`config.mk`:
```
export PLATFORM = sky130hd
export DESIGN_NAME = multi_key_debouncer
export DESIGN_NICKNAME = d
export VERILOG_FILES = /design/src/rtl/multi_key_debouncer.sv
export SDC_FILE = /design/constraint.sdc
export NUM_CORES = 1
export LEC_CHECK = 0
export CAP_MARGIN = 20
export CORE_MARGIN = 2
export CORE_UTILIZATION = 40
export CTS_CLUSTER_SIZE = 12
export DETAILED_ROUTE_END_ITERATION = 8
export PLACE_DENSITY_LB_ADDON = 0.08
export SETUP_SLACK_MARGIN = 0.05
export SLEW_MARGIN = 0
export SYNTH_ARGS = -nofsm -noshare
export SYNTH_HDL_FRONTEND = slang
export SYNTH_SLANG_ARGS = --single-unit
```
`constraint.sdc`:
```
create_clock -name clk_i -period 1.5 [get_ports clk_i]
set_clock_uncertainty 0.15 [all_clocks]
set_input_delay 0.3 -clock clk_i [delete_from_list [all_inputs] [get_ports clk_i]]
set_output_delay 0.3 -clock clk_i [all_outputs]
set_load 0.02 [all_outputs]
```
`src/rtl/multi_key_debouncer.sv`:
```
// Multi-channel key debouncer: sync, glitch filter, clean level,
// and one-cycle press / release / long-press strobes per channel.
module multi_key_debouncer #(
  parameter int CHANNELS       = 4,
  parameter int CLK_FREQ_MHZ   = 100,
  parameter int GLITCH_TIME_NS = 40,
  parameter int LONG_PRESS_US  = 1,
  parameter int KEY_ACTIVE_LOW = 0
) (
  input  logic                clk_i,
  input  logic                srst_n_i,
  input  logic [CHANNELS-1:0] key_i,
  output logic [CHANNELS-1:0] key_state_o,
  output logic [CHANNELS-1:0] key_pressed_stb_o,
  output logic [CHANNELS-1:0] key_released_stb_o,
  output logic [CHANNELS-1:0] key_long_stb_o
);

  localparam int WR = GLITCH_TIME_NS * CLK_FREQ_MHZ / 1000;
  localparam int W  = (WR < 1) ? 1 : WR;
  localparam int L  = LONG_PRESS_US * CLK_FREQ_MHZ;
  localparam int SW = $clog2(W + 1);
  localparam logic [SW-1:0] WM1 = SW'(W - 1);
  localparam logic REL = (KEY_ACTIVE_LOW != 0);

  for (genvar g = 0; g < CHANNELS; g++) begin : g_ch
    logic          s1_q;
    logic          s2_q;
    logic          p;
    logic          acc;
    logic          state_q;
    logic          press_q;
    logic          rel_q;
    logic [SW-1:0] cnt_q;

    // p is the synchronised level with 1 meaning pressed
    assign p   = s2_q ^ REL;
    assign acc = (p != state_q) && (cnt_q == WM1);

    always_ff @(posedge clk_i) begin
      if (!srst_n_i) begin
        s1_q    <= REL;
        s2_q    <= REL;
        state_q <= 1'b0;
        cnt_q   <= '0;
        press_q <= 1'b0;
        rel_q   <= 1'b0;
      end else begin
        s1_q    <= key_i[g];
        s2_q    <= s1_q;
        press_q <= acc && p;
        rel_q   <= acc && !p;
        if (p == state_q || acc) begin
          cnt_q <= '0;
        end else begin
          cnt_q <= cnt_q + 1'b1;
        end
        if (acc) begin
          state_q <= p;
        end
      end
    end

    assign key_state_o[g]        = state_q;
    assign key_pressed_stb_o[g]  = press_q;
    assign key_released_stb_o[g] = rel_q;

    if (L > 0) begin : g_long
      localparam int LW = $clog2(L + 1);
      localparam logic [LW-1:0] LM = LW'(L);
      logic [LW-1:0] hold_q;
      logic          long_q;

      // a release edge clears the hold so it never coincides with long
      always_ff @(posedge clk_i) begin
        if (!srst_n_i || !state_q || acc) begin
          hold_q <= '0;
          long_q <= 1'b0;
        end else if (hold_q != LM) begin
          hold_q <= hold_q + 1'b1;
          long_q <= (hold_q == LM - 1'b1);
        end else begin
          long_q <= 1'b0;
        end
      end

      assign key_long_stb_o[g] = long_q;
    end else begin : g_nolong
      assign key_long_stb_o[g] = 1'b0;
    end
  end

endmodule
```
# == Word-level counts from Yosys, hierarchy flattened ==
# Cells that the tools add are included.
# word_totals
ff_bits,64
inputBits,6
out_inout_bits,16
wordCells,106
# classes
add_sub_neg,8
n_eq_ne,20
bitwise,5
n_reduce_logical,41
# op_table
operator,count
adder 7 x 1 -> 7 bit (second input constant),4
equality test 7 bit (second input constant),4
!= test 7 bit (second input constant),4
OR reduction 2 bit,8
adder 3 x 1 -> 3 bit (second input constant),4
equality test 3 x 2 -> 1 bit (second input constant),4
logical AND 1 bit,12
logical OR 1 bit,12
zero test 1 bit,9
NOT 1 bit,5
equality test 1 bit,4
!= test 1 bit,4

# == Logic depth before layout (Yosys ltp) ==
# logic_depth
depth_word,4
mapped_depth,5
ltp_nobuf,5

# == Worst setup path before layout ==
# OpenSTA, ideal clock, no wires.
# synth_timing
path_kind,reg2reg
from,register g_ch[0].cnt_q[0]
to,register g_ch[0].g_long.long_q
setup_ns,0.060
arrival_time_ns,1.270
required_ns,1.290
path_slack_ns,0.019
path_stages_with_launch,6
path_buffers,0
synth_period_minus_slack_ns,1.481
path_cell_list,dfxtp_1 ha_1 ha_1 nand2b_1 nand3_1 and4bb_2
# synth_via
elab_chain_len,4
# synth_lines
element,line,source
start: declaration,34,logic [SW-1:0] cnt_q;
start signal: assignment,56,cnt_q <= cnt_q + 1'b1;
equality test 3 x 2 -> 1 bit,38,assign acc = (p != state_q) && (cnt_q == WM1);
logical AND 1 bit,38,
logical OR 1 bit,76,if (!srst_n_i || !state_q || acc) begin
OR reduction 2 bit (no line),--,
end signal: assignment,81,long_q <= (hold_q == LM - 1'b1);
end: declaration,72,logic long_q;
# No other way between the ends.
# A chain may end at the register's enable or synchronous reset.

# == Worst setup path in the final report ==
# layout_timing
from,register g_ch[0].cnt_q[0]
to,register g_ch[0].state_q
# layout_via
elab_chain_len,2
# layout_lines
element,line,source
equality test 3 x 2 -> 1 bit,38,
logical AND 1 bit,38,
end signal: assignment,59,state_q <= p;
end: declaration,31,logic state_q;
# No other way between the ends.

==> summary.txt <==
Power
  – Maximum VDD drop: about 540 uV
  – Pwr dens: approximately 930 nW/um^2
  – Total power: 3.24 mW
  – Pleak: roughly 1.3 nW

Timing
  – Setup TNS: 0 ns
  – Setup ws final: 0.0748 ns
  – RSZ-0062 raised after global routing: true
  – Min Clock Period, post-route: around 1.4 ns
  – Pins Over Slew Limit: 0
  – Final setup fails: 0
  – Max-slew headroom: around 70%
  – F_max: 702 MHz
  – Slew @ Worst Pin: 0.429 ns
  – Final Hold Fails: 0
  – Hold Slack: roughly 0.25 ns
  – Tcrit/Tclk final: a little over nine tenths

Global routing
  – Total GRT Usage: between 10% and 20%
  – Largest net degree at the start of global routing: 20
  – Vias in the first global route: 1885
  – Antenna violations before repair: 0
  – Global-route wire length before repair: 8100 um
  – Remaining global-route overflow: 0

Clock network
  – TritonCTS clock tree: done
  – H-Tree Depth: 3
  – Num Clock Sinks: 64
  – Worst-skew pair later-pin latency: 0.33 ns
  – CTS Buf Count: 9
  – Clock Path Buffers: 2
  – Clk slew on worst S/H paths: ~0.060 ns
  – Clk root buf: clkbuf_8

Cells and area
  – Fill count: slightly below 600
  – Share of cells above drive strength 1: 31.5%
  – Area delta synth->final: 29.5%
  – Nets: approximately 350
  – Commonest non-fill, non-tap cell in the layout: dfxtp_1
  – Ant. Diodes: 0
  – Final instance area: 3490 um^2
  – Final core utilization: ~54%
  – Non-Filler Instances: 407
  – Most frequent cells in the layout: 55 x dfxtp_1, 27 x buf_4, 18 x nor2_1

Placement
  – Port bufs: 21
  – Placed Area: 3090 um^2
  – Post-placement setup slack: -0.241 ns
  – Detailed placement HPWL: roughly 3100 um
  – Post-Place Cells: 387
  – Routability Congestion: roughly 0.77

Worst setup path
  – Reg-to-reg setup timing slack: around 0.075 ns
  – Max FO, Critical Path: 2
  – Max stage delay on crit path: around 0.32 ns
  – Required @ worst endpoint: 1.57 ns
  – CP startpoint kind: flop
  – Top cell by count, worst path: ha_2
  – Critical Path Sink Type: flop
  – CP arrival: about 1.5 ns
  – Crit path kind: flop to flop
  – Worst-path cell chain: ha_2, ha_2, buf_4, nand2_1, nor3b_2, a31o_2
  – Slowest CP cell: dfxtp_2

Route
  – Antenna Violating Nets Remaining: 0
  – Residual DRC: 0
  – Vias: around 2000
  – First DRT Iteration DRCs: 35
  – Drt pass-1 iters: 4
  – Via/cell ratio: between 4 and 5
  – DRT Wirelength: ~4600 um
  – Wire length per cell: ~11 um

Synth
  – Cell count after synthesis: 280
  – Share of the yosys chip area belonging to registers: 47.5%
  – Mapped cell area: 2700 um^2
  – Post-synth EDFFs: 0
  – Synthesis Warnings: 0
  – Top_reg_cell synth: dfxtp_1
  – Synthesized area per cell: a little under 10 um^2
  – Unique masters post-synth: 26
  – Post-synth net total: just over 300
  – #FFs+latches synth: 64
  – Async S/R FF share, synth: 0%

Floorplanning
  – Core area: approximately 6400 um^2
  – Initial Utilization: 42.0%
  – Row count: 29
  – Die Y: 86.1 um
  – Num ports: 22
  – Die ar.: ~7400 um^2
  – Die Wd: approximately 86 um

Outcome
  – Status: completed

Flow run
  – Max Cap Violations: 0

Min path
  – Min-Delay Path Class: flop to flop
[worst max-delay path, delay by kind of cell (launching register included)]
family          cells  cell delay, ns
compound gates      1            0.20
buf+inv             1            0.13
fa+ha+maj           2            0.37
flops               1            0.32
simple gates        2            0.14
[synthesized netlist by cell type, types with 4 or more instances]
cell type,count,share of area [%]
dfxtp_1,64,48
nand3_1,19,3.5
a21oi_1,18,3.3
nor2_1,18,2.5
buf_4,17,4.7
ha_1,16,7.4
inv_1,16,2.2
xor2_1,16,5.2
and2_1,14,3.2
nand2_1,12,1.7
nor3_1,10,1.9
nor3b_1,10,2.8
o21ai_0,8,1.5
or3_1,8,1.9
nand2b_1,5,1.2
and3_1,4,0.93
and4bb_2,4,1.9
nand3b_1,4,1.1
nand4_1,4,0.93
[kinds of logic (layout without fill, tap and decap cells)]
logic type	count (synthesis)	after routing	share of synthesized area [%]
DFF	64	64	47.5
adders and majority gates	16	16	7.43
muxes	2	2	0.743
xor gates and xnor gates	16	16	5.20
buffers and inverters	35	85	7.52
AOI/OAI and AO/OA	31	31	6.55
and+or+nand+nor	116	116	25.0
[cell type report]
| cell class | instances | area [um^2] | share of cell area (%) |
|---|---|---|---|
| inverters | 16 | 60.1 | 1.72 |
| clock inverters | 3 | 40.0 | 1.15 |
| clock buffers | 13 | 159 | 4.55 |
| well taps | 77 | 96.3 | 2.76 |
| multi-input cells | 181 | 1380 | 39.7 |
| flip-flops and latches | 64 | 1290 | 37.0 |
| repair buffers | 53 | 458 | 13.1 |
[flip-flops by register name (all words and copies together) (netlist names)]
name,count
g_ch.g_long.hold_q,28
g_ch.cnt_q,12
g_ch.g_long.long_q,4
g_ch.p,4
g_ch.press_q,4
g_ch.rel_q,4
g_ch.s1_q,4
g_ch.state_q,4
[report_power, final]
| part | leakage [nW] | total, mW | switching [mW] | internal [mW] |
|---|---|---|---|---|
| clock | 0.103 | 1.47 | 0.611 | 0.854 |
| sequential | 0.522 | 1.72 | 0.00735 | 1.71 |
| combinational | 0.720 | 0.0543 | 0.0217 | 0.0326 |
[worst paths after layout]
| check | from | end | depth (start not counted) |
|---|---|---|---|
| worst max-delay path | g_ch[0].cnt_q[0]$_SDFF_PP0_ | g_ch[0].state_q$_SDFFE_PN0P_ | 6 |
| worst min-delay path | g_ch[0].cnt_q[0]$_SDFF_PP0_ | g_ch[0].cnt_q[0]$_SDFF_PP0_ | 1 |
| worst max register to register | g_ch[0].cnt_q[0]$_SDFF_PP0_ | g_ch[0].state_q$_SDFFE_PN0P_ | 6 |
| worst min register to register | g_ch[0].cnt_q[0]$_SDFF_PP0_ | g_ch[0].cnt_q[0]$_SDFF_PP0_ | 1 |
[what timing repair did]
action / 4_1_cts / 5_1_grt
gates resized for setup: 42 / 45
endpoints found under the setup margin: 36 / 45
hold buffers: 0 / 0
buffers inserted: 3 / 1
pin swaps: 6 / 6
[per-layer routing]
metal / GRT usage, % / share of wire [%] / vias to the layer above
met4: 4.76 / 0.78 / 0
met2: 21.0 / 45 / 23
met5: 0 / 0 / -
met1: 17.3 / 50 / 910
li1: - / - / 1032
met3: 6.16 / 3.8 / 4
No activity file was read; power rests on OpenSTA's default activity.
==> variant (same settings) <==
Change the parameter `CHANNELS` from 4 to 5.
--- a/src/rtl/multi_key_debouncer.sv
+++ b/src/rtl/multi_key_debouncer.sv
@@ -2,5 +2,5 @@
 // and one-cycle press / release / long-press strobes per channel.
 module multi_key_debouncer #(
-  parameter int CHANNELS       = 4,
+  parameter int CHANNELS       = 5,
   parameter int CLK_FREQ_MHZ   = 100,
   parameter int GLITCH_TIME_NS = 40,
Ports: changed (5 resized); port bits go from 22 to 27. The function was not compared with the original's and may differ.
==> variant against the unedited design <==
  * First-iteration DRC count up 31%
  * Global-route usage decreased by 0.88 points
  * Wire length increased by 19%
  * Sequential cell count is 16 higher
  * Total power rose by 18%
  * Worst setup slack lost 0.032 ns
  * Final area is 20% higher
  * Critical path depth is the same
  * Synthesized cell count up 25%
  * Core utilization shrank 3.2 points
  * Synthesized area up 25%
  * Highest routed layer unchanged
==> variant: results (changes against the unedited design) <==
outcome: "finished clean"
syn-instance-count: 349  # +25%
yosys_most_used_dff: "dfxtp_1"
hp-class: "flip-flop to flip-flop"
root_buffer: "clkbuf_8"
synth.top_cells.by_count: "dfxtp_1 (80), a21oi_1 (23), nand3_1 (23), nor2_1 (22), buf_4 (21)"
p_seq_w: 0.00215  # +25%
place.detailed.hpwl_um: 3770  # +21%
arrival_ns: 1.56  # +0.06 ns
layout-drive-gt1-share: 0.322  # +0.00637
antennaDiodeCount: 0  # unchanged
grt_max_degree: 22  # +10%
drv_slew: 0  # unchanged
fillers: 785  # +33%
p_leak_nw: 1.59  # +18%
drt_iter0_drc: 46  # +31%
clk_pin_slew_worst_paths_ns: 0.08  # +0.02 ns
io_buffers: 26  # +24%
cts-htree-levels: 3  # unchanged
reg.largest.list: "g_ch.g_long.hold_q (35), g_ch.cnt_q (15)"
grt_pass1_vias: 2232  # +18%
timing.slew.headroom: 0.719  # +0.00567
dpl-instance-area_mm2: 0.00377  # +22%
max-clock-path-buffers: 2  # unchanged
groute.usage.overall: 0.129  # -0.00879
antenna_found_initial: 0  # unchanged
ys_seq_area_frac: 0.476  # about the same
vias_per_cell: 4.81  # -0.49%
async_flop_share: 0  # unchanged
switching_share: 0.205  # +0.00761
crit_fanout: 8  # +6
finalNonFillerCells: 500  # +23%
drt-pass1-iter-count: 4  # unchanged
ir_worst_vdd_v: 0.000548  # +1.8%
drt_wl_total_um: 5490  # +19%
place_inst: 478  # +24%
synth_nets: 376  # +25%
synth_cell_type_count: 31  # +19%
yosysWarnings: 0  # unchanged
synth_area_leaders: "dfxtp_1 (48%), ha_1 (7.4%), xor2_1 (5.2%)"
finalNetCount: 417  # +20%
p_clk_w: 0.00162  # +10%
gp_congestion: 0.722  # -6.7%
grt_pass1_wl_um: 9330  # +15%
[variant: cell types whose count changed after synthesis, sizes merged, moves of 4 or more]
| cell | change |
|---|---|
| a21oi | +5 |
| buf | +4 |
| dfxtp | +16 |
| ha | +4 |
| inv | +4 |
| nand3 | +4 |
| nor2 | +5 |
| xor2 | +4 |
[variant: routing by layer]
| layer | up-vias | track usage | wire length [um] |
|---|---|---|---|
| met4 | 0 | 0.0321 | 34 |
| met2 | 26 | 0.217 | 2600 |
| met3 | 5 | 0.0517 | 219 |
| met1 | 1128 | 0.153 | 2640 |
| li1 | 1248 | - | - |
| met5 | - | 0 | 0 |
[variant: kinds of logic after synthesis]
kind of cell,synth area share
buf+inv,0.0717
xor+xnor,0.0520
simple gates,0.254
mux,0.00595
fa+ha+maj,0.0743
flops,0.476
compound gates,0.0658
[variant: through the flow]
stage                     setup slack (ns)  hold WS (ns)  power [W]  TNS (ns)
final                               0.0429         0.249    0.00383         0
after global placement              -0.208         0.258    0.00226     -5.32
after floorplan                     0.0743         0.249    0.00223         0
after CTS                           0.0373         0.257    0.00389         0
after detailed placement            -0.216         0.265    0.00226     -5.63
after global routing              -0.00379         0.266    0.00401  -0.00379
[variant: final timing paths]
path                         start                       end  slack (ns)  depth (start not counted)
setup reg to reg  g_ch[0].cnt_q[0]  g_ch[0].g_long.hold_q[4]        0.04                          6
setup / recovery  g_ch[0].cnt_q[0]  g_ch[0].g_long.hold_q[4]        0.04                          6
hold / removal    g_ch[4].cnt_q[0]          g_ch[4].cnt_q[0]        0.25                          1
hold reg to reg   g_ch[4].cnt_q[0]          g_ch[4].cnt_q[0]        0.25                          1
[variant: layout make-up]
cell class | instances | area [um^2] | area share
clock buffers | 12 | 155 | 0.0371
inverters | 20 | 75.1 | 0.0179
clock inverters | 4 | 51.3 | 0.0123
multi-input cells | 226 | 1730 | 0.413
repair buffers | 53 | 425 | 0.102
flip-flops and latches | 80 | 1620 | 0.387
well taps | 105 | 131 | 0.0314
[variant: worst max-delay path: stages, from the launching register on]
cell and delay [ns]:
dfxtp_1 0.32, ha_1 0.19, ha_2 0.18, nand2b_1 0.09, nand3_1 0.08, buf_4 0.17, nor3_1 0.19
[variant: timing repair]
| item | 4_1_cts | 5_1_grt |
|---|---|---|
| buffers inserted | 4 | 2 |
| gates cloned | 0 | 0 |
| endpoints found under the setup margin | 43 | 57 |
| pin swaps | 2 | 7 |
| gates resized for setup | 52 | 70 |
| hold buffers | 0 | 0 |
